`src/rtl/face_instr_seq.sv`:
```
// Instruction sequencer for the FACE systolic engine: buffers host instructions
// and issues them one cycle at a time, holding back while a calc is running.
module face_instr_seq #(
  parameter int         DEPTH         = 8,
  parameter logic [6:0] SYS_OPCODE    = 7'h0B,
  parameter logic [2:0] ADDRSET_FUNC  = 3'd0,
  parameter logic [2:0] CALC_FUNC     = 3'd1,
  parameter int         START_TIMEOUT = 4
) (
  input  logic        clk,
  input  logic        rst,
  input  logic        in_valid,
  input  logic [31:0] in_instr,
  output logic        in_ready,
  input  logic        flush,
  output logic [31:0] instr_o,
  input  logic        engine_busy,
  output logic        seq_busy,
  output logic        done_pulse,
  output logic [15:0] issued_cnt,
  output logic        err_illegal,
  output logic        err_timeout
);

  localparam int AW = $clog2(DEPTH);
  localparam int CW = AW + 1;
  localparam int TW = $clog2(START_TIMEOUT + 1);

  typedef enum logic [1:0] {S_IDLE, S_ISSUE, S_WAIT_START, S_WAIT_DONE} state_t;

  function automatic logic is_legal(input logic [9:0] ins);
    return (ins[6:0] == SYS_OPCODE) &&
           ((ins[9:7] == ADDRSET_FUNC) || (ins[9:7] == CALC_FUNC));
  endfunction

  state_t          state, state_nxt;
  logic [31:0]     mem [DEPTH];
  logic [AW-1:0]   wr_ptr, rd_ptr;
  logic [CW-1:0]   count;
  logic            head_vld_p0;
  logic [TW-1:0]   timer_q, timer_d;
  logic [31:0]     head, instr_d;
  logic            full, push, pop, head_legal, timer_last;
  logic            done_d, cnt_inc, illegal_set, timeout_set;

  assign full       = (count == CW'(DEPTH));
  assign in_ready   = !full;
  assign push       = in_valid && !full && !flush;
  assign head       = mem[rd_ptr];
  assign head_legal = is_legal(head[9:0]);
  assign timer_last = (timer_q == TW'(START_TIMEOUT - 1));
  // A freshly written entry becomes eligible one cycle after it lands.
  assign pop        = (state == S_IDLE) && head_vld_p0 && (count != '0) &&
                      !engine_busy && !flush;
  assign seq_busy   = (count != '0) || (state != S_IDLE);

  always_ff @(posedge clk) begin
    if (push) mem[wr_ptr] <= in_instr;
  end

  always_ff @(posedge clk or posedge rst) begin
    if (rst) begin
      wr_ptr      <= '0;
      rd_ptr      <= '0;
      count       <= '0;
      head_vld_p0 <= 1'b0;
    end else if (flush) begin
      wr_ptr      <= '0;
      rd_ptr      <= '0;
      count       <= '0;
      head_vld_p0 <= 1'b0;
    end else begin
      if (push) wr_ptr <= wr_ptr + AW'(1);
      if (pop)  rd_ptr <= rd_ptr + AW'(1);
      count       <= count + CW'(push) - CW'(pop);
      head_vld_p0 <= (count != '0);
    end
  end

  always_ff @(posedge clk or posedge rst) begin
    if (rst) state <= S_IDLE;
    else     state <= state_nxt;
  end

  always_comb begin
    state_nxt = state;
    case (state)
      S_IDLE:       if (pop && head_legal) state_nxt = S_ISSUE;
      S_ISSUE:      state_nxt = (instr_o[9:7] == CALC_FUNC) ? S_WAIT_START : S_IDLE;
      S_WAIT_START: if (engine_busy)     state_nxt = S_WAIT_DONE;
                    else if (timer_last) state_nxt = S_IDLE;
      S_WAIT_DONE:  if (!engine_busy)    state_nxt = S_IDLE;
      default:      state_nxt = S_IDLE;
    endcase
  end

  always_comb begin
    instr_d     = (state == S_IDLE && pop && head_legal) ? head : 32'd0;
    done_d      = (state == S_WAIT_DONE) && !engine_busy;
    cnt_inc     = (state == S_ISSUE);
    illegal_set = (state == S_IDLE) && pop && !head_legal;
    timeout_set = (state == S_WAIT_START) && !engine_busy && timer_last;
    timer_d     = (state == S_WAIT_START && !engine_busy) ? timer_q + TW'(1) : '0;
  end

  always_ff @(posedge clk or posedge rst) begin
    if (rst) begin
      instr_o     <= 32'd0;
      done_pulse  <= 1'b0;
      issued_cnt  <= 16'd0;
      err_illegal <= 1'b0;
      err_timeout <= 1'b0;
      timer_q     <= '0;
    end else begin
      instr_o    <= instr_d;
      done_pulse <= done_d;
      timer_q    <= timer_d;
      if (cnt_inc)     issued_cnt  <= issued_cnt + 16'd1;
      if (illegal_set) err_illegal <= 1'b1;
      if (timeout_set) err_timeout <= 1'b1;
    end
  end

endmodule
```
`config.mk`:
```
export PLATFORM = sky130hd
export DESIGN_NAME = face_instr_seq
export DESIGN_NICKNAME = d
export VERILOG_FILES = /design/src/rtl/face_instr_seq.sv
export SDC_FILE = /design/constraint.sdc
export NUM_CORES = 1
export LEC_CHECK = 0
export CAP_MARGIN = 20
export CORE_UTILIZATION = 45
export CTS_BUF_LIST = sky130_fd_sc_hd__clkbuf_2 sky130_fd_sc_hd__clkbuf_4 sky130_fd_sc_hd__clkbuf_8
export CTS_CLUSTER_DIAMETER = 30
export DETAILED_ROUTE_END_ITERATION = 8
export GPL_TIMING_DRIVEN = 0
export PLACE_DENSITY = 0.66
export SYNTH_ARGS = -nofsm -noshare
export SYNTH_HDL_FRONTEND = slang
export SYNTH_SLANG_ARGS = --single-unit
```
`constraint.sdc`:
```
create_clock -name clk -period 4 [get_ports clk]
set_clock_uncertainty 0.2 [all_clocks]
set_input_delay 0.8 -clock clk [delete_from_list [all_inputs] [get_ports clk]]
set_output_delay 0.8 -clock clk [all_outputs]
set_load 0.01 [all_outputs]
```
# Word-level counts from Yosys, hierarchy flattened
# Memories as Yosys holds them, arrays and structs flattened.
# Index checks and enable logic that the tools add are counted.
[totals] regBits=67 ramBits=256 n_memories=1 input_bits=37 output_inout_bits=53 word_cells=72
[classes] addsub=6 eq_ne=11 n_reduce_logical=27 n_mux=16
[mem_list] memory="mem" depth=8 word_bits=32 rd=1 rd_clocked_by_memory_dff=0 wr=1 line="37" text="logic [31:0] mem [DEPTH];"
[op_table] operator="32-bit 2-to-1 mux" count=1
[op_table] operator="16-bit by 1-bit adder with 16-bit output, second input constant" count=1
[op_table] operator="3-bit 2-to-1 mux" count=5
[op_table] operator="1-bit logical AND" count=14
[op_table] operator="2-bit 2-to-1 mux" count=5
[op_table] operator="3-bit by 1-bit adder with 3-bit output, second input constant" count=3
[op_table] operator="2-bit one-hot mux with 4 select lines" count=1
[op_table] operator="7-bit by 4-bit equality test with 1-bit output, second input constant" count=1
[op_table] operator="3-bit by 1-bit equality test with 1-bit output, second input constant" count=2
[op_table] operator="2-bit nonzero test" count=3
[op_table] operator="4-bit by 1-bit adder with 4-bit output" count=1
[op_table] operator="2-bit equality test, second input constant" count=2
[op_table] operator="4-bit equality test, second input constant" count=1
[op_table] operator="1-bit zero test" count=4
[op_table] operator="4-bit 2-to-1 mux" count=1
[op_table] operator="4-bit nonzero test" count=1
[op_table] operator="4-bit by 1-bit subtractor with 4-bit output" count=1
[op_table] operator="3-bit by 2-bit equality test with 1-bit output, second input constant" count=1
[op_table] operator="3-bit zero test" count=1
[op_table] operator="1-bit 2-to-1 mux" count=3
[op_table] operator="3-bit != test, second input constant" count=1
[op_table] operator="3-bit AND reduction" count=1
[op_table] operator="2-bit by 1-bit equality test with 1-bit output, second input constant" count=1
[op_table] operator="2-bit zero test" count=1
[op_table] operator="other kinds (3)" count=4

# Depth between registers and ports, before layout
# Gate-level depths: netlist (run 1).
[logic_depth] ltp_word=8 ltp_mapped=15 ltp_nobuf=13

# Worst setup path before layout (run 1)
# OpenSTA, ideal clock, no wires.
[synth_path] path_type="register -> register" startpoint="reg count[2]" endpoint="mem mem[0][0] (enable)" synth_period_minus_slack_ps=4129 required_ps=3339 setup_slack_ps=-129 path_buffers=0 setup_ps=461 arrival_ps=3468 stages_incl_launch_ff=7 path_cell_list="dfrtp_1 -> inv_1 -> ha_1 -> or3b_2 -> nand2_1 -> or3_1 -> nor3_1"
[synth_via] elab_chain_cells=6
[synth_lines] element="start, declared" line="39" text="logic [CW-1:0] count;"
[synth_lines] element="start signal, assigned" line="75" text="count <= count + CW'(push) - CW'(pop);"
[synth_lines] element="4-bit equality test" line="46" text="assign full = (count == CW'(DEPTH));"
[synth_lines] element="1-bit zero test"
[synth_lines] element="via in_ready" line="14" text="output logic in_ready,"
[synth_lines] element="1-bit logical AND (2 in series)" line="48" text="assign push = in_valid && !full && !flush;"
[synth_lines] element="1-bit 2-to-1 mux" line="58" text="if (push) mem[wr_ptr] <= in_instr;"
[synth_lines] element="1-bit 2-to-1 mux (not written as such)" line="58"
[synth_lines] element="end, declared" line="37"
# The timed path passes the listed nets, and every way through them passes these cells.

# Worst setup path after layout (run 1)
[layout_path] startpoint="reg count[2]" endpoint="reg count[2]"
[layout_via] elab_chain_cells=7 elab_cells_between_ends=11 cone_classes="add/sub: 2; eq/ne: 1; mux: 1; reduce/logical: 7"
[layout_lines] element="4-bit equality test" line="46"
[layout_lines] element="1-bit zero test" line="48"
[layout_lines] element="1-bit logical AND (2 in series)" line="48"
[layout_lines] element="4-bit by 1-bit adder with 4-bit output" line="75"
[layout_lines] element="4-bit by 1-bit subtractor with 4-bit output *" line="75"
[layout_lines] element="4-bit 2-to-1 mux *" line="67" text="end else if (flush) begin"
# Mark *: on every way between the ends. The rest lies on a longest branch, timed or not.
# A chain may end at the register's enable or synchronous reset.

==> results.toml, run 1 <==
[cells_and_area]
finish.utilization_pct = 57.8
syn_to_final_growth_pct = 25.5
layout.nets = 881
final_layout_size_suffix_gt1_share_pct = 24.6

[logic_synthesis]
yosysSeqAreaShare_pct = 75.1
ys_ff_latch = 323
netlist_area_um2 = 12500
ys_warn_count = 0
synth_edf_count = 256
ys_async_sr_fraction_pct = 20.7
ys_types = 60
synthCells = 666
syn_area_per_cell_um2 = 18.7
synth_ff_type = "edfxtp_1"

[power_and_ir_drop]
powerDensity_nw_per_um2 = 528
p_sw_mw = 1.79
seqPwrFrac_pct = 46.2
p_total_mw = 8.26
p_sw_share_pct = 21.6
p_clk_share_pct = 46.5
comb_power_share_pct = 7.3
leakage_nw = 5.36
vdd_ir_drop_max_uv = 276
p_int_mw = 6.47

[global_route]
antenna_found_initial = 1
grt_usage_pct = 19.0
grt_pass1_wl_mm = 40.3
grt_max_degree = 68
gr-total-overflow = 0
grt_pass1_vias = 7065

[flow_run]
maxCapViolations = 0

[floorplan]
start_util_pct = 46.0
fp.dieW_um = 168
top_level_ports = 90
die_h_um = 168
dieArea_um2 = 28400
core_um2 = 27100
rows = 60

[timing]
hold_ws_ns = 0.236
period_share_pct = 87.4
maxSlewViolCount = 0
max_freq_ghz = 0.286
setup_viol = 0
rsz0062_at_grt = "no"
slew-limit-headroom_pct = 32.7
hold_violations = 0
min_period_ns = 3.49
tightest_slew_ns = 1.01
worst_slack_ns = 0.506
tns_ns = 0

[clock_tree]
cts_buffers = 61
cts.htree.levels = 2
cts_tree = "built"
postCtsSetupRepairBufs = 0
clockBufferDepth = 3
clock_sinks = 323
ctsHoldBuffers = 0
clk_latency_ns = 0.60
path_clk_slew_ns = 0.06
cts_root_buf = "clkbuf_8"
cts.repair.resized = 0

[setup_path]
crit_path_end_kind = "flip-flop"
crit_type = "flip-flop to flip-flop"
arrival_ns = 3.74
critPathRequiredTime_ns = 4.24
slowest_delay_ns = 0.62
cp_cell_sequence = "inv_1 > ha_1 > nor3b_1 > nand4bb_1 > or2_2 > inv_1 > ha_1 > inv_1 > ha_1 > fa_1 > xnor2_1 > nor2_1"
crit_fanout = 20
cp-start-kind = "flip-flop"
crit_buf_inv = 3
crit_family = "simple AND/OR/NAND/NOR gates"
worst_path_max_delay_cell = "or2_2"

[routing]
dr.pass1.iters = 5
wl_per_cell_um = 20.8
routed_wl_mm = 26.2
drt_iter0_drc = 506
via_per_inst = 5.28
drc = 0
antenna_left = 0
num_vias = 6633

[place]
io_buffer_count = 89
gp_congestion = 0.813
dpl.hpwl_mm = 16.7
pre_cts_ws_ns = -0.804

[worst_hold_path]
hold_path_class = "flip-flop to flip-flop"

[outcome]
status = "completed"
==> layout by cell type (no fill, tap or decap), types with 7 or more instances in the layout <==
master           count
bufinv_16           13
clkbuf_1            14
xnor2_1             14
nor2b_1              7
nand3_1              9
inv_1               12
xor2_1               7
nor3_1               7
clkinv_1            10
a2111oi_2           19
nand2_1             56
dfrtp_1             67
mux4_2              47
edfxtp_1           256
nor2_1              26
buf_2                8
buf_16               7
nand4_1              7
clkinvlp_4           8
clkdlybuf4s50_1     89
ha_1                11
clkbuf_8            64
clkbuf_4             9
==> cells by family (layout without fill, tap and decap cells) <==
group / after synthesis / count (layout) / share of synthesized area [%]
compound gates: 53 / 53 / 4.73
xor+xnor: 21 / 21 / 1.47
buf+inv: 44 / 256 / 1.75
mux: 54 / 54 / 9.20
simple gates: 158 / 158 / 6.48
other cells: 1 / 7 / 0.0301
flops: 323 / 323 / 75.1
fa+ha+maj: 12 / 12 / 1.26
==> state kept, by name, summed over array words and instances (netlist names) <==
signal	count
head_vld_p0	1
mem	256
err_timeout	1
issued_cnt	16
state	2
count	4
err_illegal	1
wr_ptr	3
done_pulse	1
rd_ptr	3
instr_o	32
timer_q	3
==> layer usage <==
layer | wire length, µm | vias to the layer above | global-route usage (%)
li1 | - | 2963 | -
met1 | 10900 | 3405 | 24.4
met2 | 13300 | 209 | 32.4
met3 | 1370 | 56 | 4.07
met4 | 580 | 0 | 6.28
met5 | 0 | - | 0
==> stage by stage <==
step,std cells,area [µm²]
4_1_cts,1256,15700
3_5_place_dp,1143,14100
6_report,1256,15700
3_3_place_gp,1132,13900
5_1_grt,1255,15700
2_1_floorplan,671,12500
==> synth_stat cells, types with 3 or more instances <==
cell | n | share of area [%]
or3b_2 | 5 | 0.35
nor3b_1 | 3 | 0.18
xor2_1 | 7 | 0.49
xnor2_1 | 14 | 0.98
a2111oi_4 | 3 | 0.66
and3_1 | 3 | 0.15
inv_1 | 13 | 0.39
nand3_1 | 9 | 0.36
dfrtp_1 | 67 | 13
a2111oi_2 | 19 | 2.3
mux4_2 | 47 | 8.5
nand3b_1 | 3 | 0.18
and3b_1 | 3 | 0.21
a21oi_1 | 4 | 0.16
nand2_1 | 56 | 1.7
a21o_1 | 3 | 0.18
o21ai_0 | 3 | 0.12
o211ai_1 | 3 | 0.18
nand2b_1 | 6 | 0.30
edfxtp_1 | 256 | 62
ha_1 | 11 | 1.1
nand4_1 | 7 | 0.35
mux2i_1 | 4 | 0.32
a211oi_1 | 5 | 0.30
nor2_1 | 32 | 0.96
buf_6 | 3 | 0.27
clkbuf_1 | 16 | 0.48
buf_2 | 8 | 0.32
nor2b_1 | 7 | 0.35
nor3_1 | 9 | 0.36
==> power groups by stage <==
stage               Sequential (mW)  Combinational [mW]  Clock (mW)
global placement               3.88               0.555           0
global route                   3.83               0.660        4.05
floorplan                      3.88               0.333           0
detailed placement             3.88               0.612           0
finish                         3.82               0.606        3.84
CTS                            3.82               0.615        3.90
==> path summary, 6_finish.rpt <==
kind,from,end,slack (ns),depth (start not counted)
max,count[2],count[2],0.51,12
min,timer_q[0],timer_q[0],0.24,1
max reg2reg,count[2],count[2],0.51,12
min reg2reg,timer_q[0],timer_q[0],0.24,1
max in group asynchronous,rst,err_timeout,2.44,2
min in group asynchronous,rst,issued_cnt[13],0.56,2
==> final cells by class <==
cell class	instances	area (µm²)
Fill cell	1977	11400
Antenna cell	1	2.50
Tap cell	372	465
Clock buffer	73	948
Multi-Input combinational cell	304	2970
Inverter	13	51.3
Buffer	29	161
Sequential cell	323	9360
Timing Repair Buffer	100	1130
Clock inverter	41	561
No activity file was read; power rests on OpenSTA's default activity.
==> run 2: changes to the inputs <==
- CORE_MARGIN: default -> 2
- CORE_UTILIZATION: 45 -> 50
- PLACE_DENSITY: 0.66 -> 0.72
==> run 2 against run 1 <==
Compared with the run above:
- die area decreased by 7.6%
- core utilization increased by 5.0 points
- highest routed layer unchanged
- global-route usage increased by 1.4 points
- worst setup slack worse by 0.022 ns
- sequential power barely moved
- non-clock buffer count grew 1
- total power fell by 8.3%
==> results.toml, run 2 (synthesized netlist as in run 1, its figures left out) <==
[outcome]
status = "completed"

[clock_tree]
clock_sinks = 323
path_clk_slew_ns = 0.05
cts_tree = "built"
clockBufferDepth = 3
ctsHoldBuffers = 0
cts_root_buf = "clkbuf_8"
cts_buffers = 54
cts.htree.levels = 2
clk_latency_ns = 0.58

[power_and_ir_drop]
p_sw_mw = 1.68
powerDensity_nw_per_um2 = 495
p_int_mw = 5.90
seqPwrFrac_pct = 50.4
vdd_ir_drop_max_uv = 241
p_clk_share_pct = 41.6
p_sw_share_pct = 22.1
leakage_nw = 5.24
comb_power_share_pct = 8.0

[timing]
slew-limit-headroom_pct = 32.3
tightest_slew_ns = 1.02
period_share_pct = 87.9
rsz0062_at_grt = "no"
hold_violations = 0
maxSlewViolCount = 0
setup_viol = 0
min_period_ns = 3.52
max_freq_ghz = 0.284

[setup_path]
critPathLaunch = "count[2]"
crit_type = "flip-flop to flip-flop"
reg2reg_slack_ns = 0.48
reg2reg_depth = 12
arrival_ns = 3.75
cp-start-kind = "flip-flop"
crit_path_end_kind = "flip-flop"
setup.worst_path.end = "count[2]"
reg2reg_to = "count[2]"
crit_fanout = 20
critPathRequiredTime_ns = 4.23
reg2reg_from = "count[2]"

[global_route]
grt_max_degree = 68
grt_use_met1_pct = 26.5
met3_usage_pct = 3.63
grt_usage_pct = 20.5
grt_pass1_vias = 7196
antenna_found_initial = 1
grt_most_used_layer = "met2"
met2_usage_pct = 34.9
gr-total-overflow = 0
grt_pass1_wl_mm = 40.3

[worst_hold_path]
hold_path_class = "flip-flop to flip-flop"

[routing]
dr.pass1.iters = 5
drc = 0
routed_wl_mm = 25.6
wl_per_cell_um = 21.4
via_per_inst = 5.52
drt_iter0_drc = 558
num_vias = 6611
antenna_left = 0

[cells_and_area]
final_layout_size_suffix_gt1_share_pct = 24.3
postLayoutCellArea_um2 = 15300
final_cell_mix = "256 x edfxtp_1, 89 x clkdlybuf4s50_1, 67 x dfrtp_1"
reg_top3 = "mem (256), instr_o (32), issued_cnt (16)"
final_common_cell = "edfxtp_1"
largest_register_ffs = 256
top_register = "mem"
layout.nets = 875
final_cells = 1197
syn_to_final_growth_pct = 22.6
finish.utilization_pct = 62.7

[place]
gp_congestion = 0.828
place_area_um2 = 14100
place_inst = 1096
dpl.hpwl_mm = 16.6
io_buffer_count = 89

[floorplan]
dieArea_um2 = 26200
core_um2 = 24400
start_util_pct = 51.1
rows = 57
top_level_ports = 90
fp.dieW_um = 162
die_h_um = 162

[flow_run]
maxCapViolations = 0
-- run 2: cell types whose count changed in the layout (fill, tap and decap cells not counted) --
cell and change:
clkbuf_4 +12, bufinv_16 -8, clkbuf_8 -7, clkinv_1 -6, clkinvlp_4 -4, buf_12 +2, buf_16 -2, buf_6 +2
inv_6 +2, buf_4 -1, clkinv_8 -1
-- run 2: power groups by stage --
stage / sequential (mW) / combinational (mW) / clock (mW)
after floorplan: 3.88 / 0.333 / 0
after global placement: 3.88 / 0.551 / 0
after detailed placement: 3.88 / 0.615 / 0
after CTS: 3.82 / 0.618 / 3.21
after global routing: 3.83 / 0.671 / 3.35
final: 3.82 / 0.608 / 3.15
-- run 2: layout make-up --
type                            instances  area [µm²]
Inverter                               13        51.3
Tap cell                              324         405
Fill cell                            1709        9090
Clock inverter                         24         269
Buffer                                 29         161
Timing Repair Buffer                  101        1130
Sequential cell                       323        9360
Multi-Input combinational cell        304        2970
Antenna cell                            1        2.50
Clock buffer                           78         942
-- run 2: timing repair --
item	CTS	global route
setup endpoints to repair	3	3
pin swaps	0	0
gates resized for setup	0	0
buffers inserted	0	0
gates cloned	0	0
-- run 2: layer usage --
layer	up-vias	wire (µm)
li1	2945	-
met1	3392	10300
met2	217	13200
met3	57	1520
met4	0	651
met5	-	0
-- run 2: critical path, cell delays in order (launching register included) --
cell,delay (ns)
dfrtp_1,0.36
inv_1,0.11
ha_1,0.16
nor3b_1,0.33
nand4bb_1,0.34
or2_2,0.61
inv_1,0.10
ha_1,0.30
inv_1,0.04
ha_1,0.20
fa_1,0.41
xnor2_1,0.16
nor2_1,0.06
-- run 2: worst min-delay path by stage --
stage	from	end	slack (ns)	cells past startpoint
after global routing	timer_q[0]	timer_q[0]	0.25	1
after CTS	timer_q[0]	timer_q[0]	0.23	1
after floorplan	timer_q[0]	timer_q[0]	0.21	1
final	timer_q[0]	timer_q[0]	0.23	1
after global placement	timer_q[0]	timer_q[0]	0.22	1
after detailed placement	timer_q[0]	timer_q[0]	0.23	1
-- run 2: metrics by stage --
stage                     worst slack [ns]  hold WS [ns]  power (mW)  TNS [ns]
after floorplan                     0.0176         0.207        4.22         0
after global placement               -2.54         0.217        4.43   -303.38
after detailed placement            -0.741         0.226        4.50     -2.40
after CTS                           0.0213         0.233        7.65         0
after global routing                0.0923         0.246        7.85         0
final                                0.484         0.229        7.58         0
